==> config.mk <==
export PLATFORM = sky130hd
export DESIGN_NAME = acorn128_ctrl
export DESIGN_NICKNAME = d
export VERILOG_FILES = /design/src/rtl/acorn128_pkg.sv /design/src/rtl/acorn128_ctrl.sv
export SDC_FILE = /design/constraint.sdc
export NUM_CORES = 1
export LEC_CHECK = 0
export BUFFER_PORTS_ARGS = -buffer_cell sky130_fd_sc_hd__clkbuf_2
export CAP_MARGIN = 20
export CORE_UTILIZATION = 45
export CTS_CLUSTER_DIAMETER = 100
export DETAILED_ROUTE_END_ITERATION = 16
export GPL_ROUTABILITY_DRIVEN = 0
export GPL_TIMING_DRIVEN = 0
export PLACE_DENSITY = 0.79
export SLEW_MARGIN = 5
export SYNTH_ARGS = -nofsm -noshare
export SYNTH_HDL_FRONTEND = slang
export SYNTH_SLANG_ARGS = --single-unit
==> constraint.sdc <==
create_clock -name clk -period 6.15 [get_ports clk]
set_input_delay 0.3075 -clock clk [delete_from_list [all_inputs] [get_ports clk]]
set_output_delay 0.3075 -clock clk [all_outputs]
set_load 0.01 [all_outputs]
==> src/rtl/acorn128_pkg.sv <==
// acorn128_pkg: phase encoding and step budgets for the ACORN-128 sequencer
package acorn128_pkg;
  typedef enum logic [3:0] {IDLE, LOAD, INIT, AD, AD_PAD, ENC, ENC_PAD, FIN, DONE} phase_e;
  localparam int INIT_STEPS = 1792;
  localparam int PAD_STEPS = 256;
  localparam int PAD_CA_STEPS = 128;
  localparam int FIN_STEPS = 768;
  localparam int TAG_BITS = 128;
  localparam int TAG_START = 640;
endpackage

==> src/rtl/acorn128_ctrl.sv <==
// acorn128_ctrl: phase sequencer driving the ACORN-128 bit-serial state register
module acorn128_ctrl
  import acorn128_pkg::*;
#(
  parameter int LEN_W = 16
) (
  input  logic                clk,
  input  logic                rst,
  input  logic                start_in,
  input  logic [127:0]        key_in,
  input  logic [127:0]        iv_in,
  input  logic [LEN_W-1:0]    ad_len_in,
  input  logic [LEN_W-1:0]    pt_len_in,
  input  logic                ad_bit_in,
  input  logic                ad_valid_in,
  output logic                ad_ready_out,
  input  logic                pt_bit_in,
  input  logic                pt_valid_in,
  output logic                pt_ready_out,
  input  logic                ks_in,
  output logic                clr_state_out,
  output logic                step_en_out,
  output logic                m_out,
  output logic                ca_out,
  output logic                cb_out,
  output logic                ct_bit_out,
  output logic                ct_valid_out,
  output logic                busy_out,
  output logic                done_out,
  output logic [TAG_BITS-1:0] tag_out
);
  phase_e state, state_nx;
  logic [10:0] cnt;
  logic [127:0] key, iv;
  logic [LEN_W-1:0] ad_rem, pt_rem;
  logic [TAG_BITS-1:0] tag;
  logic [6:0] tag_idx;
  logic init_m, pad;
  assign tag_idx = 7'(cnt - 11'(TAG_START));
  assign pad = state inside {AD_PAD, ENC_PAD};
  assign init_m = (cnt[10:7] == 4'd1) ? iv[cnt[6:0]] : key[cnt[6:0]] ^ (cnt == 11'd256);
  always_comb begin
    state_nx = state;
    case (state)
      IDLE:    state_nx = start_in ? LOAD : IDLE;
      LOAD:    state_nx = INIT;
      INIT:    state_nx = (cnt == 11'(INIT_STEPS - 1)) ? ((ad_rem == '0) ? AD_PAD : AD) : INIT;
      AD:      state_nx = (ad_valid_in && ad_rem == LEN_W'(1)) ? AD_PAD : AD;
      AD_PAD:  state_nx = (cnt == 11'(PAD_STEPS - 1)) ? ((pt_rem == '0) ? ENC_PAD : ENC) : AD_PAD;
      ENC:     state_nx = (pt_valid_in && pt_rem == LEN_W'(1)) ? ENC_PAD : ENC;
      ENC_PAD: state_nx = (cnt == 11'(PAD_STEPS - 1)) ? FIN : ENC_PAD;
      FIN:     state_nx = (cnt == 11'(FIN_STEPS - 1)) ? DONE : FIN;
      DONE:    state_nx = IDLE;
      default: state_nx = IDLE;
    endcase
  end
  assign step_en_out = (state inside {INIT, AD_PAD, ENC_PAD, FIN}) | (state == AD & ad_valid_in) |
                       (state == ENC & pt_valid_in);
  assign m_out = (state == INIT) ? init_m : (state == AD) ? ad_bit_in : (state == ENC) ? pt_bit_in :
                 pad & (cnt == '0);
  assign ca_out = (state inside {INIT, AD, ENC, FIN}) | (pad & (cnt < 11'(PAD_CA_STEPS)));
  assign cb_out = state inside {INIT, AD, AD_PAD, FIN};
  assign clr_state_out = state == LOAD;
  assign ad_ready_out = state == AD;
  assign pt_ready_out = state == ENC;
  assign ct_valid_out = pt_ready_out & pt_valid_in;
  assign ct_bit_out = pt_ready_out & (pt_bit_in ^ ks_in);
  assign busy_out = !(state inside {IDLE, DONE});
  assign done_out = state == DONE;
  assign tag_out = tag;
  always_ff @(posedge clk) begin
    if (rst) begin
      state <= IDLE;
      cnt <= '0;
      key <= '0;
      iv <= '0;
      ad_rem <= '0;
      pt_rem <= '0;
      tag <= '0;
    end else begin
      state <= state_nx;
      cnt <= (state_nx != state) ? '0 : cnt + 11'(step_en_out);
      if (state == IDLE && start_in) begin
        key <= key_in;
        iv <= iv_in;
        ad_rem <= ad_len_in;
        pt_rem <= pt_len_in;
        tag <= '0;
      end
      if (state == AD && ad_valid_in) ad_rem <= ad_rem - LEN_W'(1);
      if (state == ENC && pt_valid_in) pt_rem <= pt_rem - LEN_W'(1);
      if (state == FIN && cnt >= 11'(TAG_START)) tag[tag_idx] <= ks_in;
    end
  end
endmodule

[After elaboration in Yosys (flattened, before gate mapping)]
Cells that the tools add are included.
Operators by class
  multiplexer cells: 28
  $add $sub $neg: 4
  bitwise gates (word level): 10
  reductions and logical operators: 20
  eq/ne operators: 16
  magnitude comparators: 5
Operators by type and width (number)
  two-way mux 128 bit: 3
  bitwise mux 128 bit: 1
  two-way mux 16 bit: 4
  == test 16 x 1 -> 1 bit, second input constant: 2
  logical NOT 16 bit: 2
  case mux 4 bit (8 select lines): 1
  subtractor 16 x 1 -> 16 bit, second input constant: 2
  == test 4 x 3 -> 1 bit, second input constant: 4
  less-than comparator 7 x 8 -> 1 bit, second input constant: 2
  binary-select mux 1 bit (select 7 bit): 2
  nonzero test 4 bit: 3
  adder 11 x 1 -> 11 bit: 1
  == test 11 x 10 -> 1 bit, second input constant: 1
  == test 11 bit, second input constant: 1
  == test 11 x 8 -> 1 bit, second input constant: 1
  == test 11 x 9 -> 1 bit, second input constant: 1
  greater-or-equal comparator 11 x 10 -> 1 bit, second input constant: 1
  logical NOT 11 bit: 1
  less-than comparator 11 x 8 -> 1 bit, second input constant: 1
  two-way mux 1 bit: 9
  two-way mux 3 bit: 3
  == test 4 x 1 -> 1 bit, second input constant: 2
  == test 4 x 2 -> 1 bit, second input constant: 2
  nonzero test 2 bit: 4
  14 further kinds: 29
Storage, ports and cells
  bits in registers: 431

[Logic depth before layout (Yosys ltp)]
Gate-level depths: netlist (run 1).
  depth in word-level cells: 7
  gate-level depth with buffers: 12
  gate-level depth less buffers: 9

[Least setup slack after synthesis (run 1)]
Ideal clock, no wire load.
  path type: register -> output
  start: reg cnt[1]
  end: out m_out
  required time: 5.843 ns
  arrival time: 2.527 ns
  cell stages (with the launch flop): 10
  setup slack: 3.315 ns
  buffers on the path: 3
  cell sequence: dfxtp_1 > clkbuf_1 > clkbuf_1 > buf_1 > a221oi_1 > a21oi_1 > nor3_1 > o32a_1 > o311a_1 > o41ai_1
On the way
  word-level cells in the longest chain between the ends: 5
  elaborated cells between the ends (all ways): 12
RTL lines
  start, declared: line acorn128_ctrl.sv:33  | logic [10:0] cnt;
  start signal, assigned: line acorn128_ctrl.sv:82  | cnt <= (state_nx != state) ? '0 : cnt + 11'(step_en_out);
  binary-select mux 1 bit (select 7 bit) / logical NOT 11 bit (equally long branches): line acorn128_ctrl.sv:41, acorn128_ctrl.sv:60
  two-way mux 1 bit (implied by the code) / bitwise AND 1 bit (equally long branches): line acorn128_ctrl.sv:41, acorn128_ctrl.sv:60
  bitwise XOR 1 bit / two-way mux 1 bit (equally long branches): line acorn128_ctrl.sv:41, acorn128_ctrl.sv:59
  two-way mux 1 bit (on tied branches): line acorn128_ctrl.sv:41, acorn128_ctrl.sv:59
  two-way mux 1 bit (*): line acorn128_ctrl.sv:59  | assign m_out = (state == INIT) ? init_m : (state == AD) ? ad_bit_in : (state == ENC) ? pt_bit_in :
  end, declared: line acorn128_ctrl.sv:23  | output logic m_out,
Mark *: on every way between the ends. The rest lies on a longest branch, timed or not. The select of a mux whose other input is x is not followed.

[Worst setup path in the final report (run 1)]
  start: reg cnt[2]
  end: out m_out
The elaborated chain is that of the path after synthesis.

==> run metrics, run 1 <==
Via Count=22,900; initial antenna violation count=4; Port Buffers=432; Startpoint Class=flip-flop; Iteration-0 DRC Markers=2,863; unrepaired setup endpoints after global routing=false; Fmax=0.189 GHz; total grt overflow=0; non-filler instance count after layout=3,861; Max Root-Sink Buffers=3; Post-Syn Area=0.0191 sq mm; core area=0.0419 sq mm; Max-Cap Viols=0; EDFF count, synth=0; Syn Nets=2,837; crit-path max FO=10; Max Slew Vio Count=0; maximum level of the CTS H-tree=2; worst slew pin tran=1.15 ns; CP arrival=4.98 ns; remaining antenna violation count=0; number of setup buffers added after CTS=0; register area share after synthesis=45.2%; flops & latches, synth=431; nature of the critical path endpoint=output pin; fin nets=3,587; WS Path Type=reg2out; Post-CTS Hold Buffers=266; Global Route Usage Sum=38.0%; Primary FF master, synth=dfxtp_1; Final Skew=0.0281 ns; Worst-Skew Late Latency=0.60 ns; final setup margin=0.865 ns; R2R depth=9; vias in the first global route=22,000; TritonRoute pass-1 iters=6; Post-Route WL=85.2 mm; most frequent cells in the layout=nand2_1 (700), a21oi_1 (442), clkbuf_2 (432); starting density of the core=45.6%; first-pass GRT wire length=127 mm; max_slew headroom=23.3%; most common cell after layout, fill and taps aside=nand2_1; share of cells above drive strength 1=17.7%; dpl cells=3,507; leak pwr=0.0100 uW; count of final setup violators=0; Ports=435; post-cts sizing count=0; Syn Inst Count=2,533; Root Driver=clkbuf_16; synth unique cells=71; CP required=5.84 ns; Inserted Clock Buffers=46; Max VDD drop=0.183 mV; die area=0.0433 sq mm; largest net degree at the start of global routing=14; reg2reg setup slack=2.31 ns; # DRC=0; Avg Inst Size Synth=7.54 sq um; Fin. Hold Viols=0; P&R area growth vs syn=37.1%; Die Y=208 um; Vias/cell=5.94; Place WS=1.43 ns; crit path capture=m_out; worst reg2reg path startpoint=cnt[4]; Ys Warns=0; outcome=finished clean; post-DP HPWL=55.1 mm; hold crit path type=in2reg; routed len/inst=22.1 um; worst r2r dst=tag_out[63]; setup TNS=0 ns; CTS tree=built; worst hold margin=0.0166 ns; FP Rows=75; CTS sink cnt=431; Final Cycle Share=85.9%; async set-or-reset flop fraction in the synthesized netlist=0%; clock transition at the registers of the reported paths=0.07 ns; Critical path origin=cnt[2]; Tmin final=5.29 ns; Power Density=260 mW/mm^2; Die W=208 um
## worst max-delay path, cell delays in order, from the launching register on
cell,delay (ns)
dfxtp_1,0.44
buf_2,0.33
buf_1,0.80
nor3_1,0.13
clkbuf_1,0.48
a22oi_1,0.37
nand4b_1,0.20
a311o_1,0.42
a2111oi_0,0.82
o41ai_1,0.16
clkbuf_2,0.19
## cells by family (layout without fill, tap and decap cells)
kind of cell | Yosys count | after routing | synth area share (%)
compound gates | 606 | 606 | 18.5
xor+xnor | 12 | 12 | 0.551
mux | 59 | 59 | 3.66
buf+inv | 245 | 1030 | 5.15
other cells | 0 | 4 | 0
flops | 431 | 431 | 45.2
simple gates | 1172 | 1172 | 26.4
fa+ha+maj | 8 | 8 | 0.524
## per-stage QoR
stage,cell area (sq um),total power (uW),util [%]
6_report,26200,6820,62.6
5_1_grt,26200,7010,62.6
4_1_cts,26200,6760,62.5
3_5_place_dp,22000,3830,52.5
3_3_place_gp,21900,3820,52.4
2_1_floorplan,19100,3520,-
## registers in the layout, summed over array words and instances (netlist names)
name and flops:
tag_out 128, ad_rem 16, pt_rem 16, cnt 11
key 128, state 4, iv 128
## where the power goes
| part | switching [uW] | internal (uW) | total [uW] |
|---|---|---|---|
| sequential | 89.1 | 2930 | 3020 |
| clock | 1220 | 1630 | 2850 |
| combinational | 562 | 386 | 948 |
## cell usage after synthesis, drive strengths merged (5+ instances only)
cell type  number  share of area, %
nand2         700                14
a21oi         442                12
dfxtp         431                45
nand3         282               7.4
clkbuf        188               3.7
nor2           94               2.0
buf            37               1.1
mux2           36               2.1
a221oi         34               1.6
a22oi          27               1.1
nor3           25              0.66
o21ai          20              0.52
a221o          19               1.0
mux2i          18              0.94
inv            17              0.33
nor4           15              0.52
o211ai         11              0.43
xnor2          11              0.50
nor2b           9              0.29
a31oi           8              0.26
ha              8              0.52
and3            7              0.23
or3             6              0.22
and2            5              0.16
mux4            5              0.59
o311ai          5              0.23
## cell type report
| type | instances | area (sq um) |
|---|---|---|
| Buffer | 225 | 908 |
| Inverter | 20 | 75.1 |
| Tap cell | 539 | 674 |
| Multi-Input combinational cell | 1857 | 9490 |
| Clock inverter | 14 | 153 |
| Clock buffer | 69 | 1370 |
| Antenna cell | 4 | 10.0 |
| Fill cell | 3535 | 15700 |
| Sequential cell | 431 | 8630 |
| Timing Repair Buffer | 702 | 4870 |
## worst min-delay path by stage
stage | cells after the start | end | slack [ns] | start
finish | 3 | pt_rem[15] | 0.02 | pt_len_in[15]
global route | 3 | iv[18] | 0.02 | iv_in[18]
detailed placement | 2 | iv[47] | 0.44 | iv[47]
floorplan | 2 | iv[115] | 0.43 | iv[115]
CTS | 3 | iv[38] | 0.001 | iv_in[38]
global placement | 2 | iv[62] | 0.44 | iv[62]
## per-layer routing
layer / part of all wire [%] / routed length, um / GRT usage [%] / vias up
li1: - / - / - / 10300
met5: 0 / 0 / 0 / -
met1: 37 / 31600 / 46.2 / 10600
met2: 46 / 39300 / 62.7 / 1713
met3: 11 / 9020 / 7.56 / 395
met4: 6.2 / 5270 / 22.4 / 0
(Power assumes the default switching activity.)
==> inputs of run 2 (changes only) <==
==> constraint.sdc (replaced) <==
create_clock -name clk -period 5.6 [get_ports clk]
set_input_delay 0.28 -clock clk [delete_from_list [all_inputs] [get_ports clk]]
set_output_delay 0.28 -clock clk [all_outputs]
set_load 0.01 [all_outputs]
==> run 2 against run 1 <==
  * Flip-flop and latch count unchanged
  * Core utilization up 0.45 points
  * Cell area up 0.72%
  * Final cell count up 0.47%
  * Hold slack better by 0.0042 ns
  * Wire length up 0.70%
  * First-iteration DRC count up 3.8%
  * Highest routed layer unchanged
==> run metrics, run 2 (synthesized netlist as in run 1, its figures left out) <==
Sw Ratio=27.4% (was 27.5%); most frequent cells in the layout=nand2_1 (700), a21oi_1 (442), clkbuf_2 (432) (unchanged); Port Buffers=432 (unchanged); Fmax=0.189 GHz; placed cell area=0.0220 sq mm (unchanged); leak pwr=0.0101 uW (was 0.0100 uW); remaining antenna violation count=0 (unchanged); worst r2r dst=tag_out[63] (unchanged); die area=0.0433 sq mm (unchanged); worst reg2reg path startpoint=cnt[4] (unchanged); Die W=208 um (unchanged); starting density of the core=45.6% (unchanged); total power=7490 uW (was 6820 uW); largest net degree at the start of global routing=14 (unchanged); post-DP HPWL=55.1 mm (unchanged); fin nets=3,606 (was 3,587); Power Density=284 mW/mm^2 (was 260 mW/mm^2); final instance area=0.0264 sq mm (was 0.0262 sq mm); max_slew headroom=23.0% (was 23.3%); unrepaired setup endpoints after global routing=false (unchanged); maximum level of the CTS H-tree=2 (unchanged); Global Route Usage Sum=38.2% (was 38.0%); initial antenna violation count=3 (was 4); reg2reg setup slack=1.75 ns (was 2.31 ns); Max Root-Sink Buffers=3 (unchanged); Inserted Clock Buffers=46 (unchanged); P_int=5440 uW (was 4940 uW); area occupied by multi-input gates=0.00949 sq mm (unchanged); Critical Path, Cell by Cell=buf_2, buf_1, nor3_1, clkbuf_1, a22oi_1, nand4b_1, a311o_1, a2111oi_0, o41ai_1, clkbuf_2 (unchanged); WS Path Type=reg2out (unchanged); Comb pwr share=14.1% (was 13.9%); first-pass GRT wire length=128 mm (was 127 mm); non-filler instance count after layout=3,879 (was 3,861); Post-Route WL=85.8 mm (was 85.2 mm); vias in the first global route=22,100 (was 22,000); post-cts sizing count=0 (unchanged); nature of the critical path endpoint=output pin (unchanged); Hold Path End=pt_rem[8] (was pt_rem[15]); hold crit path type=in2reg (unchanged); Worst-Skew Late Latency=0.60 ns (about the same); fillers=3,492 (was 3,535); worst hold stages=3 (unchanged); TritonRoute pass-1 iters=7 (was 6); Min-Delay Startpoint=pt_len_in[8] (was pt_len_in[15]); worst slew pin tran=1.15 ns (about the same); setup TNS=0 ns (unchanged); total grt overflow=0 (unchanged); Final Cycle Share=94.3%; Root Driver=clkbuf_16 (unchanged); Fin. Hold Viols=0 (unchanged); dpl cells=3,507 (unchanged); share of cells above drive strength 1=17.6% (was 17.7%); Max Slew Vio Count=0 (unchanged); Final Skew=0.0166 ns (was 0.0281 ns); Via Count=23,100 (was 22,900); count of final setup violators=0 (unchanged); Max-Cap Viols=0 (unchanged); CP Buf/Inv Count=4 (unchanged); CTS tree=built (unchanged); Ports=435 (unchanged); Util after Layout=63.0% (was 62.6%); Tmin final=5.28 ns; CP arrival=5.00 ns (was 4.98 ns); critical path's largest stage delay=0.87 ns (was 0.82 ns); clock transition at the registers of the reported paths=0.06 ns (was 0.07 ns); CP required=5.32 ns (was 5.84 ns); Critical path origin=cnt[2] (unchanged); core area=0.0419 sq mm (unchanged); FP Rows=75 (unchanged); CTS sink cnt=431 (unchanged); P&R area growth vs syn=38.1% (was 37.1%); Clk pwr share=41.7% (was 41.8%); Die Y=208 um (unchanged); Startpoint Class=flip-flop (unchanged); sw power=2060 uW (was 1870 uW); Vias/cell=5.96 (was 5.94); # DRC=0 (unchanged); crit-path max FO=10 (unchanged); Critical-path top delay cell=a2111oi_0 (unchanged); dominant delay contributor by cell family on the critical path=compound AO/OA/AOI/OAI gates (was buffers and inverters); Iteration-0 DRC Markers=2,972 (was 2,863); Max VDD drop=0.198 mV (was 0.183 mV); outcome=finished clean (unchanged); routed len/inst=22.1 um (about the same); R2R depth=9 (unchanged); Reg power frac=44.2% (was 44.3%); most common cell after layout, fill and taps aside=nand2_1 (unchanged); sequential cell area=0.00863 sq mm (unchanged)
## run 2: cell count changes in the layout (fill, tap and decap cells not counted), sizes merged
cell	change
dlygate4sd3	+19
diode	-1
## run 2: final cells by class
cell class / count / share of cell area [%]
diodes: 3 / 0.0285
plain buffers: 225 / 3.45
clock buffers: 69 / 5.19
clock inverters: 14 / 0.579
inverters: 20 / 0.285
multi-input cells: 1857 / 36.0
flip-flops and latches: 431 / 32.7
well taps: 539 / 2.56
repair buffers: 721 / 19.2
## run 2: per-layer routing
metal | GRT usage [%] | wire, um | up-vias | share of wire (%)
li1 | - | - | 10300 | -
met5 | 0 | 0 | - | 0
met1 | 46.7 | 31700 | 10700 | 37
met2 | 62.9 | 39400 | 1767 | 46
met3 | 7.15 | 9300 | 402 | 11
met4 | 22.7 | 5430 | 0 | 6.3
## run 2: tightest hold or removal path, cell delays in order
cell and delay, ns:
clkbuf_2 0.10, a21oi_1 0.06, a21oi_1 0.13
## run 2: power groups by stage
stage	Sequential [uW]	Clock, uW	Combinational [uW]
after floorplan	3350	0	517
after global placement	3370	0	828
after detailed placement	3370	0	838
after CTS	3310	3120	998
after global routing	3330	3250	1130
final	3310	3130	1060
## run 2: worst max-delay path by stage
stage / end / slack, ns / cells after the start
2_1_floorplan: m_out / 2.79 / 9
3_3_place_gp: m_out / 0.76 / 10
3_5_place_dp: m_out / 0.90 / 10
4_1_cts: m_out / 0.25 / 10
5_1_grt: m_out / 0.10 / 10
6_report: m_out / 0.32 / 10
## run 2: repair_timing
action	4_1_cts	5_1_grt
endpoints found under the hold margin	285	0
hold buffers	285	0
setup buffers	0	0
## run 2: through the flow
step           hold slack (ns)  setup slack (ns)
2_1_floorplan            0.416              2.79
3_3_place_gp             0.439             0.756
3_5_place_dp             0.445             0.903
4_1_cts                0.00648             0.249
5_1_grt                 0.0370             0.103
6_report                0.0208             0.319
